File: src/rtl/reset_seq_pkg.sv
// Shared types and constants for the reset sequencer.
// Latency: none (declarations only).
// Backpressure: none.
// Contents: the sequencer state enum and the saturation value of the
// lock-loss event counter.
package reset_seq_pkg;

  typedef enum logic [1:0] {
    ASSERT,
    HOLD,
    RELEASE,
    RUN
  } reset_seq_state_t;

  // Lock-loss counter stops here instead of wrapping back to zero.
  localparam logic [7:0] LOST_SAT = 8'd255;

endpackage

File: src/rtl/sync_bit.sv
// Multi-flop synchroniser for a single asynchronous bit, with synchronous clear.
// Latency: d_i sampled at edge n appears on q_o after edge n+DEPTH-1.
// Backpressure: none; a level shorter than one clock may be lost.
// Ports: clk_i destination clock, clr_i synchronous clear of every flop,
//        d_i asynchronous input, q_o synchronised output (last flop).
module sync_bit #(
  parameter int DEPTH = 2
) (
  input  logic clk_i,
  input  logic clr_i,
  input  logic d_i,
  output logic q_o
);

  // Flops are kept together and marked for metastability-aware placement.
  (* ASYNC_REG = "TRUE" *) (* keep = "true" *)
  logic [DEPTH-1:0] sync_q = '0;

  always_ff @(posedge clk_i) begin
    if (clr_i) begin
      sync_q <= '0;
    end else begin
      sync_q <= {sync_q[DEPTH-2:0], d_i};
    end
  end

  assign q_o = sync_q[DEPTH-1];

endmodule

File: src/rtl/reset_sequencer.sv
// Power-up / lock-loss reset sequencer: waits for stable PLL lock, then
// releases STAGES active-high resets in order, bit 0 first.
// Latency: rst_out[k] falls SYNC_DEPTH+HOLD_CYCLES+k*STAGE_GAP edges after the
// edge that first samples locked=1. Backpressure: none; all outputs registered.
// Ports: clk_pix clock, rst_pix sync active-high reset, locked async PLL lock,
//        rst_out per-stage reset, ready all stages released,
//        lock_lost_count saturating count of lock losses after release.
module reset_sequencer
  import reset_seq_pkg::*;
#(
  parameter int STAGES      = 3,
  parameter int SYNC_DEPTH  = 2,
  parameter int HOLD_CYCLES = 1024,
  parameter int STAGE_GAP   = 16
) (
  input  logic              clk_pix,
  input  logic              rst_pix,
  input  logic              locked,
  output logic [STAGES-1:0] rst_out,
  output logic              ready,
  output logic [7:0]        lock_lost_count
);

  localparam int HW = $clog2(HOLD_CYCLES + 1);
  localparam int GW = $clog2(STAGE_GAP + 1);
  localparam int IW = $clog2(STAGES + 1);

  localparam logic [HW-1:0] HOLD_LAST = HW'(HOLD_CYCLES - 1);
  localparam logic [GW-1:0] GAP_LAST  = GW'(STAGE_GAP - 1);
  localparam logic [IW-1:0] IDX_LAST  = IW'(STAGES - 1);

  logic locked_s;

  sync_bit #(
    .DEPTH(SYNC_DEPTH)
  ) u_lock_sync (
    .clk_i(clk_pix),
    .clr_i(rst_pix),
    .d_i  (locked),
    .q_o  (locked_s)
  );

  // Power-on values match the reset values: rst_pix may be tied low.
  reset_seq_state_t  state_q     = ASSERT;
  logic [HW-1:0]     hold_cnt_q  = '0;
  logic [GW-1:0]     gap_cnt_q   = '0;
  logic [IW-1:0]     stage_idx_q = '0;
  logic [STAGES-1:0] rst_out_q   = '1;
  logic              ready_q     = 1'b0;
  logic [7:0]        lost_cnt_q  = '0;

  always_ff @(posedge clk_pix) begin
    if (rst_pix) begin
      // Wins over a simultaneous lock loss, which is therefore not counted.
      state_q     <= ASSERT;
      hold_cnt_q  <= '0;
      gap_cnt_q   <= '0;
      stage_idx_q <= '0;
      rst_out_q   <= '1;
      ready_q     <= 1'b0;
      lost_cnt_q  <= '0;
    end else begin
      case (state_q)
        ASSERT: begin
          rst_out_q   <= '1;
          ready_q     <= 1'b0;
          hold_cnt_q  <= '0;
          gap_cnt_q   <= '0;
          stage_idx_q <= '0;
          if (locked_s) begin
            state_q <= HOLD;
          end
        end

        HOLD: begin
          if (!locked_s) begin
            // Lock never released anything yet: not a counted loss.
            state_q    <= ASSERT;
            hold_cnt_q <= '0;
          end else if (hold_cnt_q == HOLD_LAST) begin
            rst_out_q[0] <= 1'b0;
            hold_cnt_q   <= '0;
            gap_cnt_q    <= '0;
            stage_idx_q  <= IW'(1);
            if (STAGES == 1) begin
              ready_q <= 1'b1;
              state_q <= RUN;
            end else begin
              state_q <= RELEASE;
            end
          end else begin
            hold_cnt_q <= hold_cnt_q + HW'(1);
          end
        end

        RELEASE: begin
          if (!locked_s) begin
            state_q     <= ASSERT;
            rst_out_q   <= '1;
            ready_q     <= 1'b0;
            gap_cnt_q   <= '0;
            stage_idx_q <= '0;
            if (lost_cnt_q != LOST_SAT) begin
              lost_cnt_q <= lost_cnt_q + 8'd1;
            end
          end else if (gap_cnt_q == GAP_LAST) begin
            // Decoded clear keeps the index select within rst_out's range.
            for (int k = 0; k < STAGES; k++) begin
              if (stage_idx_q == IW'(k)) begin
                rst_out_q[k] <= 1'b0;
              end
            end
            gap_cnt_q   <= '0;
            stage_idx_q <= stage_idx_q + IW'(1);
            if (stage_idx_q == IDX_LAST) begin
              ready_q <= 1'b1;
              state_q <= RUN;
            end
          end else begin
            gap_cnt_q <= gap_cnt_q + GW'(1);
          end
        end

        RUN: begin
          if (!locked_s) begin
            state_q     <= ASSERT;
            rst_out_q   <= '1;
            ready_q     <= 1'b0;
            gap_cnt_q   <= '0;
            stage_idx_q <= '0;
            if (lost_cnt_q != LOST_SAT) begin
              lost_cnt_q <= lost_cnt_q + 8'd1;
            end
          end
        end

        default: begin
          state_q   <= ASSERT;
          rst_out_q <= '1;
          ready_q   <= 1'b0;
        end
      endcase
    end
  end

  assign rst_out         = rst_out_q;
  assign ready           = ready_q;
  assign lock_lost_count = lost_cnt_q;

endmodule
File: config.mk
export PLATFORM = sky130hd
export DESIGN_NAME = reset_sequencer
export DESIGN_NICKNAME = d
export VERILOG_FILES = /design/src/rtl/reset_seq_pkg.sv /design/src/rtl/sync_bit.sv /design/src/rtl/reset_sequencer.sv
export SDC_FILE = /design/constraint.sdc
export NUM_CORES = 1
export LEC_CHECK = 0
export CAP_MARGIN = 20
export CORE_UTILIZATION = 43
export CTS_BUF_LIST = sky130_fd_sc_hd__clkbuf_8
export DETAILED_ROUTE_END_ITERATION = 10
export GPL_ROUTABILITY_DRIVEN = 0
export GPL_TIMING_DRIVEN = 0
export PLACE_DENSITY = 0.74
export SETUP_SLACK_MARGIN = 0.1
export SLEW_MARGIN = 5
export SYNTH_ARGS = -nofsm -noshare
export SYNTH_HDL_FRONTEND = slang
export SYNTH_SLANG_ARGS = --single-unit
File: constraint.sdc
create_clock -name clk_pix -period 1.7 [get_ports clk_pix]
set_input_delay 0.17 -clock clk_pix [delete_from_list [all_inputs] [get_ports clk_pix]]
set_output_delay 0.17 -clock clk_pix [all_outputs]
set_load 0.005 [all_outputs]
==> metrics.yaml <==
logic_synthesis:
  ys_ff_latch: 34
  synth_edf_count: 0
  syn_area_um2: 1750
  syn_nets: 216
  ys_top_cells_by_count: "dfxtp_1, nand2_1, nor2_1"
  netlist_instances: 202
  synth_top_area_cell: "dfxtp_1"
  synthDistinctLibCells: 48
  synthAdderAreaFrac_pct: 7.86
  yosys.cell_count.top_type: "dfxtp_1"
  yosysWarningCount: 0
  synth-main-ff-cell: "dfxtp_1"
  synth_compound_area_share_pct: 21.4
  synthSimpleGateAreaFrac_pct: 22.9
  async_flop_share_pct: 0
  netlist.area_leader.share_pct: 38.9
  synthTopCellsByArea: "dfxtp_1, ha_1, nand2_1"
  synth_top_family_by_area: "simple AND/OR/NAND/NOR gates"
  synth.mux.area_fraction_pct: 1.79
  synth_xor_area_share_pct: 3.00
  seq_area_frac_synth_pct: 38.9
  avgSynthCellArea_um2: 8.67
finish:
  area_growth_pct: 40.0
  fill_cells: 291
  fin_util_pct: 65.0
  fin_area_um2: 2450
  diodes: 0
  drive_gt1_share_pct: 31.8
  final_nets: 252
hold_path:
  hp-class: "input pin to flip-flop"
grt:
  antenna_found_initial: 0
  grt_max_degree: 11
  grt.total_usage_pct: 22.1
  grt_pass1_wl_mm: 7.18
  grt_pass1_vias: 1613
  grt_overflow_total: 0
setup_path:
  crit_required_ns: 1.92
  cp_max_fo: 5
  endpoint_kind: "flip-flop"
  critPathLaunchType: "flip-flop"
  crit_chain: "ha_4, and4b_1, clkbuf_8, nor2_1, or4_1, a21oi_2"
  cp_slowest_cell: "or4_1"
  cpPeakStageDelay_ns: 0.51
  cp.arrival_ns: 1.87
  crit_type: "flip-flop to flip-flop"
die:
  num_rows: 22
  die_w_um: 65.8
  chipHeight_um: 65.8
  core_um2: 3770
  die_area_um2: 4330
  floorplan.initialDensity_pct: 46.4
  io_pins: 15
cts:
  clockRootBuffer: "clkbuf_8"
  clock_latency_ns: 0.29
  ctsLongestPathBuffers: 2
  cts_tree: "yes"
  htree_levels: 2
  cts_buffers: 5
  cts_sinks: 34
  path_clk_slew_ns: 0.07
sta:
  hold_violations: 0
  setup_violations: 0
  rsz0062_at_grt: "true"
  min_period_ns: 1.65
  period_share_pct: 96.8
  timing.slew.headroom_pct: 53.5
  worst_pin_slew_ns: 0.697
  fmax_mhz: 607
  slew_viol_final: 0
  layout_setup_ws_ns: 0.0539
  hold_slack_ns: 0.274
  finClkSkew_ns: 0.00552
drt:
  ant_nets: 0
  vias: 1642
  wire_per_inst_um: 15.4
  viasPerCell: 5.72
  wirelength_mm: 4.42
  drcViolationCount: 0
  drt_pass1_iterations: 4
  drt_iter0_drc: 47
pwr:
  powerDensity_nw_per_um2: 672
  p_leak_nw: 0.880
  p_total_mw: 1.65
  ir_drop_v: 0.000635
placed_design:
  dpl_cell_area_um2: 1970
  pre_cts_ws_ns: -0.147
  place_hpwl_mm: 2.45
  port-buffer-count: 13
run:
  maxCapViolCount: 0
outcome:
  status: "finished, final reports clean"
==> registers in the layout, summed over array words and instances (netlist names) <==
name,count
state_q,2
rst_out,3
u_lock_sync.sync_q,2
stage_idx_q,2
lock_lost_count,8
gap_cnt_q,5
hold_cnt_q,11
ready,1
==> cell usage in the layout (no fill, tap or decap), drive strengths merged, types with 3 or more instances in the layout <==
cell type	n
dfxtp	34
nor2	19
nand2	19
buf	19
a21oi	14
clkdlybuf4s50	13
o21ai	12
clkbuf	11
ha	11
nand3	10
inv	10
a31oi	6
nor2b	4
and3	4
xnor2	3
or4	3
o21a	3
xor2	3
a41oi	3
==> timing repair <==
| item | in CTS | in global routing |
|---|---|---|
| gates resized for setup | 40 | 28 |
| gates cloned | 1 | 0 |
| setup buffers | 15 | 1 |
| endpoints found under the hold margin | 0 | 0 |
| pin swaps | 14 | 9 |
| setup endpoints to repair | 24 | 22 |
| hold buffers | 0 | 0 |
==> final timing paths <==
| check | from | end | slack [ns] | cells after the start |
|---|---|---|---|---|
| setup / recovery | gap_cnt_q[0] | stage_idx_q[1] | 0.05 | 6 |
| hold / removal | rst_pix | u_lock_sync.sync_q[0] | 0.27 | 2 |
| setup reg to reg | gap_cnt_q[0] | stage_idx_q[1] | 0.05 | 6 |
| hold reg to reg | u_lock_sync.sync_q[0] | u_lock_sync.sync_q[1] | 0.44 | 1 |
==> where the power goes <==
group | total, mW | internal, mW | switching (mW) | leakage, nW
Sequential | 0.818 | 0.802 | 0.0164 | 0.282
Clock | 0.602 | 0.320 | 0.281 | 0.0524
Combinational | 0.226 | 0.0993 | 0.126 | 0.546
==> metal layers <==
layer	global-route usage, %	up-vias	share of wire [%]
met5	0	-	0
met4	11.4	0	2.7
met3	5.17	12	2.9
met2	39.2	32	49
met1	24.3	787	45
li1	-	811	-
==> layout make-up <==
type / count / area (um^2) / share of cell area (%)
Sequential cell: 34 / 707 / 28.9
Multi-Input combinational cell: 151 / 1220 / 49.9
Timing Repair Buffer: 30 / 274 / 11.2
Buffer: 7 / 58.8 / 2.40
Clock inverter: 2 / 8.76 / 0.358
Clock buffer: 6 / 82.6 / 3.37
Tap cell: 48 / 60.1 / 2.45
Inverter: 9 / 36.3 / 1.48
==> cells by family after synthesis <==
kind of cell               Yosys count
AOI/OAI and AO/OA                   54
xor gates and xnor gates             6
adders and majority gates           11
buffers and inverters               17
DFF                                 34
muxes                                3
and+or+nand+nor                     77
==> through the flow <==
| stage | setup TNS [ns] | instances |
|---|---|---|
| after floorplan | 0 | 202 |
| after global placement | -1.03 | 263 |
| after detailed placement | -1.02 | 263 |
| after CTS | 0 | 287 |
| after global routing | 0 | 287 |
| final | 0 | 287 |
==> worst max-delay path: cells and delay by family (launching register included) <==
kind	cells	cell delay [ns]
compound gates	1	0.14
fa+ha+maj	1	0.13
buf+inv	1	0.15
flops	1	0.38
simple gates	3	0.78
Note: power is estimated with default switching activity, not from simulation.
